File: config.mk
export PLATFORM = sky130hd
export DESIGN_NAME = anpc_gate_monitor_flat
export DESIGN_NICKNAME = d
export VERILOG_FILES = /design/src/rtl/anpc_gate_monitor_if.sv /design/src/rtl/anpc_gate_monitor.sv /design/src/flat_wrapper.sv
export SDC_FILE = /design/constraint.sdc
export NUM_CORES = 1
export LEC_CHECK = 0
export ABC_AREA = 1
export CAP_MARGIN = 30
export CORE_UTILIZATION = 55
export DETAILED_ROUTE_END_ITERATION = 6
export GPL_TIMING_DRIVEN = 0
export PLACE_DENSITY = 0.83
export SLEW_MARGIN = 20
export SYNTH_ARGS = -nofsm -noshare
export SYNTH_HDL_FRONTEND = slang
export SYNTH_SLANG_ARGS = --single-unit
File: constraint.sdc
create_clock -name clk -period 2.2 [get_ports clk]
set_input_delay 0.44 -clock clk [delete_from_list [all_inputs] [get_ports clk]]
set_output_delay 0.44 -clock clk [all_outputs]
set_load 0.005 [all_outputs]
File: src/rtl/anpc_gate_monitor_if.sv
// Gate-monitor bus: the six ANPC gate signals and timing limits going in,
// decoded level, commutation timing and fault flags coming out.
//   master : side that drives the gate bus and limits (FSM / bench)
//   slave  : the monitor itself
interface anpc_gate_monitor_if #(
    parameter int TDELAY_WIDTH = 16
);
    logic [5:0]              S_in;
    logic [TDELAY_WIDTH-1:0] t_dead_min;
    logic [TDELAY_WIDTH-1:0] t_trans_max;
    logic                    fault_clr;
    logic [1:0]              v_lev_out;
    logic                    v_valid;
    logic [TDELAY_WIDTH-1:0] trans_cycles;
    logic                    trans_done;
    logic                    fault;
    logic [2:0]              fault_code;

    modport master (
        output S_in, t_dead_min, t_trans_max, fault_clr,
        input  v_lev_out, v_valid, trans_cycles, trans_done, fault, fault_code
    );

    modport slave (
        input  S_in, t_dead_min, t_trans_max, fault_clr,
        output v_lev_out, v_valid, trans_cycles, trans_done, fault, fault_code
    );
endinterface

File: src/rtl/anpc_gate_monitor.sv
// anpc_gate_monitor: passive observer of the 3L-ANPC gate bus.
// Registers the gate bus, decodes it into P/N/O levels, measures commutation
// length, and raises sticky shoot-through / dead-time / timeout faults.
// Ports:
//   clk  - system clock
//   rst  - synchronous active-high reset
//   mon  - anpc_gate_monitor_if.slave (S_in, t_dead_min, t_trans_max,
//          fault_clr in; v_lev_out, v_valid, trans_cycles, trans_done,
//          fault, fault_code out)

// Dead-time checker for one complementary pair (a, b).
// Ports: clk, rst, current/previous state of both switches, minimum
// dead-time, and a single-cycle violation flag.
module anpc_deadtime_chk #(
    parameter int TDELAY_WIDTH = 16
) (
    input  logic                    clk,
    input  logic                    rst,
    input  logic                    a_i,
    input  logic                    b_i,
    input  logic                    a_prev_i,
    input  logic                    b_prev_i,
    input  logic [TDELAY_WIDTH-1:0] t_dead_min_i,
    output logic                    viol_o
);
    typedef enum logic [1:0] {LAST_NONE = 2'd0, LAST_A = 2'd1, LAST_B = 2'd2} last_e;

    last_e                   last_q, last_d;
    logic [TDELAY_WIDTH-1:0] off_cnt_q, off_cnt_d;
    logic                    rise_a, rise_b;

    always_comb begin
        rise_a = a_i & ~a_prev_i;
        rise_b = b_i & ~b_prev_i;
        // Only a hand-over from the opposite switch can violate dead-time;
        // off_cnt_q is 0 on a direct swap because the other switch was on.
        viol_o = (t_dead_min_i != '0) && (off_cnt_q < t_dead_min_i) &&
                 ((rise_a && last_q == LAST_B) || (rise_b && last_q == LAST_A));

        // Both-on leaves the owner unchanged; shoot-through is flagged elsewhere.
        last_d = last_q;
        if (a_i && !b_i)
            last_d = LAST_A;
        else if (b_i && !a_i)
            last_d = LAST_B;

        if (a_i || b_i)
            off_cnt_d = '0;
        else if (&off_cnt_q)
            off_cnt_d = off_cnt_q;
        else
            off_cnt_d = off_cnt_q + 1'b1;
    end

    always_ff @(posedge clk) begin
        if (rst) begin
            last_q    <= LAST_NONE;
            off_cnt_q <= '0;
        end else begin
            last_q    <= last_d;
            off_cnt_q <= off_cnt_d;
        end
    end
endmodule

module anpc_gate_monitor #(
    parameter int TDELAY_WIDTH = 16
) (
    input  logic                 clk,
    input  logic                 rst,
    anpc_gate_monitor_if.slave   mon
);
    typedef enum logic [1:0] {ST_UNKNOWN = 2'd0, ST_STEADY = 2'd1, ST_TRANSIT = 2'd2} state_e;

    state_e                  state_q, state_d;
    logic [5:0]              s_q, s_prev_q;
    logic [TDELAY_WIDTH-1:0] cnt_q, cnt_d;
    logic [TDELAY_WIDTH-1:0] tcyc_q, tcyc_d;
    logic [1:0]              lev_q, lev_d;
    logic                    valid_q, valid_d;
    logic                    done_q, done_d;
    logic [2:0]              fcode_q, fcode_d;

    logic                    is_p, is_n, is_o, pat_valid, timeout, shoot;
    logic [1:0]              pat_lev;
    logic [2:0]              pa, pb, pa_prev, pb_prev, dt_viol;

    // Pattern decode (s_q[0..5] = S1..S6)
    always_comb begin
        is_p      = s_q[0] & s_q[1] & ~s_q[2] & ~s_q[3];
        is_n      = s_q[2] & s_q[3] & ~s_q[0] & ~s_q[1];
        is_o      = ~s_q[0] & ~s_q[3] &
                    ((s_q[1] & s_q[4] & ~s_q[2]) | (s_q[2] & s_q[5] & ~s_q[1]));
        pat_valid = is_p | is_n | is_o;
        pat_lev   = is_p ? 2'b01 : (is_n ? 2'b10 : 2'b00);
    end

    // Complementary pairs: (S1,S5), (S2,S3), (S4,S6)
    assign pa      = {s_q[3], s_q[1], s_q[0]};
    assign pb      = {s_q[5], s_q[2], s_q[4]};
    assign pa_prev = {s_prev_q[3], s_prev_q[1], s_prev_q[0]};
    assign pb_prev = {s_prev_q[5], s_prev_q[2], s_prev_q[4]};
    assign shoot   = |(pa & pb);

    for (genvar g = 0; g < 3; g++) begin : g_dt
        anpc_deadtime_chk #(.TDELAY_WIDTH(TDELAY_WIDTH)) u_chk (
            .clk          (clk),
            .rst          (rst),
            .a_i          (pa[g]),
            .b_i          (pb[g]),
            .a_prev_i     (pa_prev[g]),
            .b_prev_i     (pb_prev[g]),
            .t_dead_min_i (mon.t_dead_min),
            .viol_o       (dt_viol[g])
        );
    end

    // Decode FSM: next state and registered outputs
    always_comb begin
        state_d = state_q;
        cnt_d   = cnt_q;
        lev_d   = lev_q;
        valid_d = valid_q;
        tcyc_d  = tcyc_q;
        done_d  = 1'b0;
        timeout = 1'b0;
        case (state_q)
            ST_UNKNOWN: begin
                if (pat_valid) begin
                    state_d = ST_STEADY;
                    lev_d   = pat_lev;
                    valid_d = 1'b1;
                end
            end
            ST_STEADY: begin
                if (pat_valid) begin
                    if (pat_lev != lev_q) begin
                        lev_d  = pat_lev;
                        done_d = 1'b1;
                        tcyc_d = '0;
                    end
                end else begin
                    state_d = ST_TRANSIT;
                    cnt_d   = {{(TDELAY_WIDTH-1){1'b0}}, 1'b1};
                    valid_d = 1'b0;
                end
            end
            ST_TRANSIT: begin
                if (pat_valid) begin
                    state_d = ST_STEADY;
                    lev_d   = pat_lev;
                    valid_d = 1'b1;
                    tcyc_d  = cnt_q;
                    done_d  = 1'b1;
                    cnt_d   = '0;
                end else begin
                    cnt_d   = (&cnt_q) ? cnt_q : cnt_q + 1'b1;
                    // cnt_q already counts the transitional cycles before this
                    // one, so a commutation of exactly t_trans_max cycles passes.
                    timeout = (mon.t_trans_max != '0) && (cnt_q >= mon.t_trans_max);
                end
            end
            default: state_d = ST_UNKNOWN;
        endcase

        // Set wins over clear
        fcode_d = (mon.fault_clr ? 3'b000 : fcode_q) | {timeout, |dt_viol, shoot};
    end

    always_ff @(posedge clk) begin
        if (rst) begin
            s_q      <= '0;
            s_prev_q <= '0;
            state_q  <= ST_UNKNOWN;
            cnt_q    <= '0;
            lev_q    <= 2'b00;
            valid_q  <= 1'b0;
            tcyc_q   <= '0;
            done_q   <= 1'b0;
            fcode_q  <= 3'b000;
        end else begin
            s_q      <= mon.S_in;
            s_prev_q <= s_q;
            state_q  <= state_d;
            cnt_q    <= cnt_d;
            lev_q    <= lev_d;
            valid_q  <= valid_d;
            tcyc_q   <= tcyc_d;
            done_q   <= done_d;
            fcode_q  <= fcode_d;
        end
    end

    assign mon.v_lev_out    = lev_q;
    assign mon.v_valid      = valid_q;
    assign mon.trans_cycles = tcyc_q;
    assign mon.trans_done   = done_q;
    assign mon.fault_code   = fcode_q;
    assign mon.fault        = |fcode_q;
endmodule
File: src/flat_wrapper.sv
// flat-port wrapper written by rule: the top's interface ports become plain ports
module anpc_gate_monitor_flat 
#(
    parameter int TDELAY_WIDTH = 16
)
  (clk, rst, mon_S_in, mon_t_dead_min, mon_t_trans_max, mon_fault_clr, mon_v_lev_out, mon_v_valid, mon_trans_cycles, mon_trans_done, mon_fault, mon_fault_code);
  anpc_gate_monitor_if #(.TDELAY_WIDTH(TDELAY_WIDTH)) mon_i ();
  input  logic clk;
  input  logic rst;
  input wire logic [$bits(mon_i.S_in)-1:0] mon_S_in;
  input wire logic [$bits(mon_i.t_dead_min)-1:0] mon_t_dead_min;
  input wire logic [$bits(mon_i.t_trans_max)-1:0] mon_t_trans_max;
  input wire logic [$bits(mon_i.fault_clr)-1:0] mon_fault_clr;
  output wire logic [$bits(mon_i.v_lev_out)-1:0] mon_v_lev_out;
  output wire logic [$bits(mon_i.v_valid)-1:0] mon_v_valid;
  output wire logic [$bits(mon_i.trans_cycles)-1:0] mon_trans_cycles;
  output wire logic [$bits(mon_i.trans_done)-1:0] mon_trans_done;
  output wire logic [$bits(mon_i.fault)-1:0] mon_fault;
  output wire logic [$bits(mon_i.fault_code)-1:0] mon_fault_code;
  assign mon_i.S_in = mon_S_in;
  assign mon_i.t_dead_min = mon_t_dead_min;
  assign mon_i.t_trans_max = mon_t_trans_max;
  assign mon_i.fault_clr = mon_fault_clr;
  assign mon_v_lev_out = mon_i.v_lev_out;
  assign mon_v_valid = mon_i.v_valid;
  assign mon_trans_cycles = mon_i.trans_cycles;
  assign mon_trans_done = mon_i.trans_done;
  assign mon_fault = mon_i.fault;
  assign mon_fault_code = mon_i.fault_code;
  anpc_gate_monitor #(.TDELAY_WIDTH(TDELAY_WIDTH)) u_core (.clk(clk), .rst(rst), .mon(mon_i));
endmodule
* Word level (Yosys, flattened, before mapping) *
Index checks and enable logic that the tools add are counted.

word-level totals
  register bits = 107
  bits of input ports = 41
  output and inout bits = 24
  word-level logic and storage cells = 165

cells by class
  $add $sub $neg = 4
  $lt $le $gt $ge = 4
  eq/ne operators = 15
  muxes and demuxes = 33
  bitwise operators = 33
  reductions and logical operators = 58

operators with widths
  kind                   number
  $mux 16                6
  $add 16x1->16 const B  4
  $pmux 16 s2            2
  $reduce_and 16->1      4
  $lt 16x16->1           3
  $reduce_bool 16->1     2
  $logic_and 1x1->1      19
  $and 1x1->1            18
  $ge 16x16->1           1
  $mux 2                 7
  $reduce_or 2->1        7
  $mux 1                 13
  $not 1->1              10
  $reduce_bool 2->1      5
  $reduce_or 3->1        3
  $eq 2x1->1 const B     4
  $eq 2x2->1 const B     4
  $ne 2x1->1 const B     4
  $pmux 2 s2             2
  $reduce_and 4->1       2
  $logic_not 1->1        6
  $logic_or 1x1->1       6
  $reduce_and 3->1       2
  $pmux 1 s2             2
  9 further kinds        11

* Depth between registers and ports, before layout *
Gate-level depths: netlist (run 1).

  depth after elaboration = 9
  depth in mapped cells = 14
  gate-level depth less buffers = 13

* Cells and area by module *
A second synthesis (run 1) with hierarchy kept.

unflattened totals
  cell total of the unflattened synthesis = 1082
  area total of the unflattened synthesis = 7484.7 um2

by module, submodules not included
  module             times used  cells each  area an instance (um2)
  anpc_deadtime_chk  3           212         1438.9
  anpc_gate_monitor  1           446         3168.0

* Least setup slack after synthesis (run 1) *
No wires, ideal clock.

  kind = register -> register
  start point = register u_core.s_q[0]
  end point = register u_core.tcyc_q[2], in the netlist u_core.mon.trans_cycles[2]
  arrival time = 1.715 ns
  required time = 2.088 ns
  slack = 0.373 ns
  stages on the path, launching flop included = 14
  path buffers = 3
  cells stage by stage = dfxtp_1 -> inv_1 -> nor3_1 -> nor2_1 -> nand2_2 -> buf_6 -> nand2_4 -> nand2_2 -> and2_1 -> buf_6 -> buf_6 -> nand2_1 -> nand2_1 -> nor2_2

between the ends
  cells in the longest elaborated chain, start to end = 8

ends and longest elaborated chain
  item                          line                                              text
  start: declaration            anpc_gate_monitor.sv:76                           logic [5:0] s_q, s_prev_q;
  start signal: assignment      anpc_gate_monitor.sv:182                          s_q <= mon.S_in;
  $not 1->1                     anpc_gate_monitor.sv:91, anpc_gate_monitor.sv:92
  $and 1x1->1 (2 in series)     anpc_gate_monitor.sv:91                           is_n = s_q[2] & s_q[3] & ~s_q[0] & ~s_q[1];
  $mux 2 (2 in series)          anpc_gate_monitor.sv:95                           pat_lev = is_p ? 2'b01 : (is_n ? 2'b10 : 2'b00);
  $ne 2x2->1                    anpc_gate_monitor.sv:137                          if (pat_lev != lev_q) begin
  $ne 2x1->1 (no line)          -
  $reduce_and 4->1 (no line) *  -
  end signal: assignment        anpc_gate_monitor.sv:188                          tcyc_q <= tcyc_d;
  end: declaration              anpc_gate_monitor.sv:78                           logic [TDELAY_WIDTH-1:0] tcyc_q, tcyc_d;

Mark *: on every way between the ends. The rest lies on a longest branch, timed or not.
A chain may end at the register's enable or synchronous reset.

* Final worst setup path (run 1) *
  start point = register u_core.cnt_q[1]
  end point = register u_core.cnt_q[8]

between the ends
  cells in the longest elaborated chain, start to end = 4

ends and longest elaborated chain
  item                      line                      text
  start: declaration        anpc_gate_monitor.sv:77   logic [TDELAY_WIDTH-1:0] cnt_q, cnt_d;
  start signal: assignment  anpc_gate_monitor.sv:185  cnt_q <= cnt_d;
  $add 16x1->16             anpc_gate_monitor.sv:157  cnt_d = (&cnt_q) ? cnt_q : cnt_q + 1'b1;
  $mux 16                   anpc_gate_monitor.sv:157
  $mux 16                   anpc_gate_monitor.sv:149  if (pat_valid) begin
  $pmux 16 s2               anpc_gate_monitor.sv:127  case (state_q)

Several ways; a longest one is shown, not always the timed one. The select of a mux whose other input is x is not followed.

==> results.md, run 1 <==
* Outcome: finished clean
* Cell taking the most area after synthesis: dfxtp_1
* Setup total negative slack at 0 ns
* Max-slew violations at 0
* Row count at 40
* Core ar. at roughly 12,000 um2
* Ys flop type: dfxtp_1
* Synthesized net count at around 1,100
* Worst EP arrival at between 2 and 2.5 ns
* Post-synth cell types at 40
* Layout area overhead at 18.0%
* Vias in the first global route at ~5,600
* Final hold vios at 0
* Via Count at around 6,200
* RSZ-0062 raised after global routing: no
* Slew @ Worst Pin at ~0.55 ns
* Area of the multi-input gates at roughly 4000 um2
* Largest net degree at the start of global routing at 19
* HPWL Detailed at 11,800 um
* Clock latency on the worst-skew pair at between 0.3 and 0.4 ns
* Top cells by area, synth: dfxtp_1, ha_1, nand2_1
* DR vias/cell at ~5.2
* HP Class: reg2reg
* Port bufs at 63
* Diodes inserted at 0
* CTS root buf: clkbuf_16
* Final Critical Period at about 2.1 ns
* FMAX at ~480 MHz
* Initial antenna violation count at 0
* Pwr/cell area at ~530 nW/um2
* Final Setup Violations at 0
* Initial DRC count at between 300 and 400
* Max-Cap Viols at 0
* Initial Util at 0.563
* Pleak at about 3.5 nW
* CTS tree: built
* Ys async rst share at 0
* Total CTS buffers at 9
* Rel. slew slack at 0.631
* Synth Register Bits at 107
* Sequential area share after synthesis at 0.317
* IO Pins at 65
* TritonRoute pass-1 iters at 5
* Most frequent cell after synthesis: nand2_1
* CTS Hold Buffers Added at 0
* Clk sinks at 107
* CP Launch Type: flip-flop
* Layout cells sized above 1 at 0.0676
* Avg Synthesized Cell Area at approximately 7.0 um2
* Share of the synthesized area in the top cell type at 0.317
* Reg area at between 2000 and 2500 um2
* CP Capture Type: flip-flop
* Synth Instances at 970
* Worst-path fanout max at 10
* WHS at approximately 0.46 ns
* Pre-CTS WS at -0.160 ns
* Bufs on Longest Clock Path at 2
* Period utilization at 0.943
* GRT Overall Usage at 0.249
* Nets at roughly 1,200
* Post-Syn Area at between 6000 and 7000 um2
* Die width at 113 um
* Commonest cells post-synth: nand2_1, inv_1, nor2_1
* Total wire length at approximately 15,000 um
* Average wire per standard cell at roughly 13 um
* Final global-route overflow total at 0
* First-pass GRT wire length at between 20,000 and 30,000 um
* Die area at 12,700 um2
* Final RePlAce weighted congestion at a little under 0.9
* Number of synthesis warnings at 0
* Critical path class: reg2reg
* Post-synth EDFFs at 0
* Clk slew on worst S/H paths at about 0.080 ns
* DRC errors left at 0
* Data required time of the critical path at around 2.5 ns
* Worst setup margin at 0.126 ns
* Maximum VDD drop at 0.368 mV
* Fin Clk Skew at just over 0.009 ns
* Htree depth at 3
* Final-layout fill cell count at roughly 1,000
* Chip height at around 110 um
* Final ANT Viol Nets at 0
==> report_power, final <==
| group | internal (mW) | switching (mW) | leakage, nW |
|---|---|---|---|
| logic | 0.194 | 0.245 | 2.52 |
| registers | 1.98 | 0.0404 | 0.871 |
| clock network | 1.01 | 0.777 | 0.156 |
==> cells in the final DEF (no fill, tap or decap), types with 2 or more instances in the layout <==
cell / instances
xnor2_1: 11
o21bai_1: 3
dfxtp_2: 9
inv_2: 4
o31ai_1: 3
nor3_1: 26
nor4_1: 9
ha_1: 80
nand4_1: 22
clkdlybuf4s50_1: 63
nand3b_1: 2
a31oi_1: 4
a211oi_1: 5
or2_2: 3
xor2_1: 21
nand3_1: 44
nor3_2: 3
buf_4: 3
a21oi_1: 72
buf_2: 3
buf_6: 3
nor2_2: 15
nand2_1: 220
bufinv_16: 2
inv_1: 128
and3_1: 2
inv_6: 2
o21ai_0: 38
dfxtp_1: 98
clkbuf_1: 7
nand2_2: 3
buf_1: 2
nor2_1: 112
clkbuf_16: 9
nor2_4: 4
==> kinds of logic (layout without fill, tap and decap cells) <==
logic type                 after synthesis  after routing  share of synthesized area
and+or+nand+nor                        469            469                      0.297
xor gates and xnor gates                32             32                     0.0414
AOI/OAI and AO/OA                      130            130                      0.104
adders and majority gates               80             80                      0.148
buffers and inverters                  152            233                     0.0930
DFF                                    107            107                      0.317
==> metrics by stage <==
stage               area [um2]  power [mW]  std cells   util
floorplan                 6760        2.31        970      -
global placement          7580        2.48       1180  0.631
detailed placement        7580        2.49       1180  0.631
CTS                       7920        4.25       1196  0.659
global route              7980        4.40       1198  0.665
finish                    7980        4.24       1198  0.665
==> per-layer routing <==
metal,GRT usage,wire length (um),up-vias
met5,0,0,-
li1,-,-,3306
met3,0.0305,614,19
met2,0.431,7340,137
met4,0.0939,274,0
met1,0.319,7200,2743
==> registers in the layout, indices dropped and copies added (netlist names) <==
signal,flops
u_core.cnt_q,16
u_core.g_dt.u_chk.last_q,6
u_core.g_dt.u_chk.off_cnt_q,48
u_core.mon.fault_code,3
u_core.mon.trans_cycles,16
u_core.mon.trans_done,1
u_core.mon.v_lev_out,2
u_core.mon.v_valid,1
u_core.s_prev_q,6
u_core.s_q,6
u_core.state_q,2
==> cell type report <==
class                           count  share of cell area
Inverter                          133              0.0625
Clock inverter                      7              0.0124
Tap cell                          147              0.0230
Timing Repair Buffer               65              0.0809
Multi-Input combinational cell    711               0.507
Clock buffer                        9              0.0282
Buffer                             19              0.0166
Sequential cell                   107               0.270
==> critical path, cell delays in order, from the launching register on <==
cell and delay (ns):
dfxtp_2 0.40, ha_1 0.23, nand3_1 0.14, nor2_4 0.17, nand4_1 0.17, nor2_2 0.22, inv_2 0.05, nand2_2 0.16
buf_4 0.21, nand2_1 0.07, a21oi_1 0.16
==> path summary, 6_finish.rpt <==
| check | startpoint | to | slack (ns) | cells past startpoint |
|---|---|---|---|---|
| setup / recovery | u_core.cnt_q[1] | u_core.cnt_q[8] | 0.13 | 10 |
| hold / removal | u_core.g_dt[2].u_chk.off_cnt_q[0] | u_core.g_dt[2].u_chk.off_cnt_q[0] | 0.46 | 1 |
| setup reg to reg | u_core.cnt_q[1] | u_core.cnt_q[8] | 0.13 | 10 |
| hold reg to reg | u_core.g_dt[2].u_chk.off_cnt_q[0] | u_core.g_dt[2].u_chk.off_cnt_q[0] | 0.46 | 1 |
==> what timing repair did <==
| item | 4_1_cts | 5_1_grt |
|---|---|---|
| resized for setup | 4 | 19 |
| pin swaps | 0 | 2 |
| buffers inserted | 0 | 2 |
| setup endpoints to repair | 4 | 39 |
Power figures use the tool's default switching activity.
==> run 2: changes to the inputs <==
Settings changed: ABC_AREA 1 to default, PLACE_DENSITY 0.83 to 0.84.
==> run 2 against run 1 <==
  * Maximum frequency fell by 0.73%
  * Sequential share of layout area rose by 2.0 points
  * Flip-flop and latch count did not move
  * Sequential power barely moved
  * Via count fell by 9.1%
  * Largest cell class unchanged
  * Register-to-register slack got worse by 0.02 ns
  * First-iteration DRC count rose by 26%
  * Cell count fell by 22%
  * Hold slack improved by 0.026 ns
  * Clock power fell by 3%
  * Die area fell by 7.8%
==> results.md, run 2 <==
* Worst EP arrival at 2.32 ns (-0.04 ns)
* Met1 Resource Use GR at 0.319 (+0.000361)
* Total CTS buffers at 9 (unchanged)
* Cell taking the most area after synthesis: dfxtp_1
* FF-to-FF End: u_core.g_dt[1].u_chk.off_cnt_q[6]
* Post-synth EDFFs at 0 (unchanged)
* Period utilization at 0.950 (+0.00690)
* Nets at 915 (-22%)
* Data required time of the critical path at 2.43 ns (-0.05 ns)
* HPWL Detailed at 11,500 um (-2.8%)
* DRC errors left at 0 (unchanged)
* FMAX at 479 MHz (-0.73%)
* Final ANT Viol Nets at 0 (unchanged)
* Final-layout fill cell count at 861 (-17%)
* Clk slew on worst S/H paths at 0.07 ns (about the same)
* CTS root buf: clkbuf_16
* Initial antenna violation count at 0 (unchanged)
* Area of the multi-input gates at 3850 um2 (-4.8%)
* Net Sw Power at 0.978 mW (-8.0%)
* First-pass GRT wire length at 24,900 um (-2.5%)
* Synth Register Bits at 107 (unchanged)
* Total wire length at 15,300 um (-0.81%)
* Reg area at 2150 um2 (-0.29%)
* Sw Ratio at 0.237 (-0.0138)
* Largest register FFs at 48 (unchanged)
* Row count at 38 (-5.0%)
* R2R Setup Slk at 0.11 ns (-0.02 ns)
* Synth Instances at 716 (-26%)
* Avg Synthesized Cell Area at 8.70 um2 (+25%)
* Core ar. at 10,900 um2 (-9.0%)
* Pleak at 3.02 nW (-15%)
* Post-synth cell types at 61 (+53%)
* FF-to-FF Start: u_core.g_dt[1].u_chk.off_cnt_q[4]
* Internal power at 3.15 mW (-0.80%)
* GRT Overall Usage at 0.269 (+0.0198)
* Maximum VDD drop at 0.618 mV (+68%)
* CP Launch Type: flip-flop
* Combinational power share at 0.097 (-0.006)
* Top cells by area, synth: dfxtp_1, ha_1, nor2_1
* Ys flop type: dfxtp_1
* Number of synthesis warnings at 0 (unchanged)
* CP Capture Type: flip-flop
* Clock latency on the worst-skew pair at 0.35 ns (about the same)
* Ys async rst share at 0 (unchanged)
* Final Setup Violations at 0 (unchanged)
* Diodes inserted at 0 (unchanged)
* Pwr/cell area at 557 nW/um2 (+4.8%)
* Worst hold path depth at 2 (+1)
* Critical path class: reg2reg
* Outcome: finished clean
* Commonest non-fill, non-tap cell in the layout: dfxtp_1
* Commonest cells post-synth: dfxtp_1, nor2_1, ha_1
* Seq pwr share at 0.485 (+0.009)
* WHS at 0.490 ns (+0.0263 ns)
* Power Total at 4.13 mW (-2.6%)
* Sequential area share after synthesis at 0.344 (+0.0272)
* Met2 Use GR at 0.453 (+0.0217)
* Clk sinks at 107 (unchanged)
* Initial DRC count at 416 (+26%)
* IO Pins at 65 (unchanged)
* Rel. slew slack at 0.627 (-0.00424)
* Worst-path fanout max at 8 (-2)
* Synthesized net count at 837 (-23%)
* Htree depth at 3 (unchanged)
* Hold path startpoint: u_core.mon.v_valid
* Max-slew violations at 0 (unchanged)
* Fin Clk Skew at 0.00598 ns (-0.00322 ns)
* Met3 global-route usage at 0.0687 (+0.0382)
* Die area at 11,800 um2 (-7.8%)
* Share of the synthesized area in the top cell type at 0.344 (+0.0272)
* Chip height at 108 um (-4.0%)
* Top reg by flops: u_core.g_dt.u_chk.off_cnt_q
* Layout area overhead at 19.1%
* Die width at 108 um (-4.0%)
* Final global-route overflow total at 0 (unchanged)
* Layout cells sized above 1 at 0.0551 (-0.0125)
* Initial Util at 0.570 (+0.00644)
* Port bufs at 64 (+1.6%)
* Largest net degree at the start of global routing at 18 (-1)
* Worst Hold Endpoint: u_core.mon.v_valid
* Most frequent cells in the layout: dfxtp_1, nor2_1, ha_1
* Final Critical Period at 2.09 ns (+0.0152 ns)
* Clock power frac at 0.418 (-0.002)
* Final hold vios at 0 (unchanged)
* CTS tree: built
* Max-Cap Viols at 0 (unchanged)
* Average wire per standard cell at 16.3 um (+27%)
* Bufs on Longest Clock Path at 2 (unchanged)
* Slew @ Worst Pin at 0.560 ns (+0.00636 ns)
* Via Count at 5,641 (-9.1%)
* Vias in the first global route at 5,457 (-1.7%)
* Post-Syn Area at 6230 um2 (-7.9%)
* Final RePlAce weighted congestion at 0.870 (-2.3%)
* Most frequent cell after synthesis: dfxtp_1
* Most Used Layer, Global Route: met2
* R2r worst-path depth at 7 (-3)
* TritonRoute pass-1 iters at 5 (unchanged)
* HP Class: reg2reg
* DR vias/cell at 6.01 (+16%)
-- run 2: cell count changes in the layout (fill, tap and decap cells not counted), moves of 12 or more --
cell	delta
a21oi_1	-38
nor2_2	-13
nor3_1	-12
nand2_1	-184
inv_1	-79
o21ai_0	-20
nand3_1	-22
mux2i_1	+12
nor2_1	-13
a22oi_1	+16
-- run 2: worst max-delay path: stages, from the launching register on --
cell     delay, ns
dfxtp_1       0.44
nand4_1       0.19
or4_1         0.54
buf_2         0.19
nor2b_1       0.20
and4_1        0.22
xnor2_1       0.14
nor2_1        0.05
-- run 2: through the flow --
stage	area (um2)	cells	util	setup WS (ns)	TNS (ns)
floorplan	6230	716	-	0.289	0
global placement	7040	920	0.644	-0.358	-2.11
detailed placement	7040	920	0.644	-0.393	-3.93
CTS	7360	936	0.673	0.0107	0
global route	7420	939	0.679	-0.00288	-0.00386
finish	7420	939	0.679	0.110	0
-- run 2: timing repair --
item	CTS	global route
pin swaps	0	2
resized for setup	1	10
cloned	0	0
endpoints found under the setup margin	1	30
buffers inserted	0	3
endpoints found under the hold margin	0	0
hold buffers	0	0
-- run 2: worst max path at each step --
stage / slack [ns] / start / cells past startpoint / endpoint
6_report: 0.11 / u_core.g_dt[1].u_chk.off_cnt_q[4] / 7 / u_core.g_dt[1].u_chk.off_cnt_q[6]
5_1_grt: -0.003 / u_core.g_dt[0].u_chk.off_cnt_q[0] / 7 / u_core.g_dt[0].u_chk.off_cnt_q[7]
3_5_place_dp: -0.39 / mon_t_dead_min[3] / 8 / u_core.mon.fault_code[1]
3_3_place_gp: -0.36 / mon_t_dead_min[3] / 8 / u_core.mon.fault_code[1]
2_1_floorplan: 0.29 / u_core.s_q[1] / 7 / u_core.mon.trans_cycles[6]
4_1_cts: 0.01 / u_core.s_q[1] / 7 / u_core.mon.trans_cycles[11]
-- run 2: logic make-up after synthesis --
| family | synth area share |
|---|---|
| simple gates | 0.237 |
| xor+xnor | 0.0591 |
| fa+ha+maj | 0.161 |
| mux | 0.0193 |
| buf+inv | 0.0428 |
| flops | 0.344 |
| compound gates | 0.138 |
-- run 2: routing by layer --
layer	vias to the layer above	routed length (um)
li1	2729	-
met1	2672	6550
met2	199	7280
met3	41	1020
met4	0	452
met5	-	0
-- run 2: area by class of cell --
type                    count  area share
flip-flops and latches    107       0.289
well taps                 140      0.0236
plain buffers              18      0.0111
clock buffers              10      0.0309
inverters                  49      0.0248
clock inverters             6      0.0120
repair buffers             67      0.0894
multi-input cells         542       0.519
-- run 2: power by group through the flow --
stage	Clock [mW]	Sequential, mW	Combinational [mW]
floorplan	0	2.04	0.221
global placement	0	2.04	0.369
detailed placement	0	2.05	0.386
CTS	1.76	2.00	0.390
global route	1.85	2.01	0.443
finish	1.73	2.00	0.399
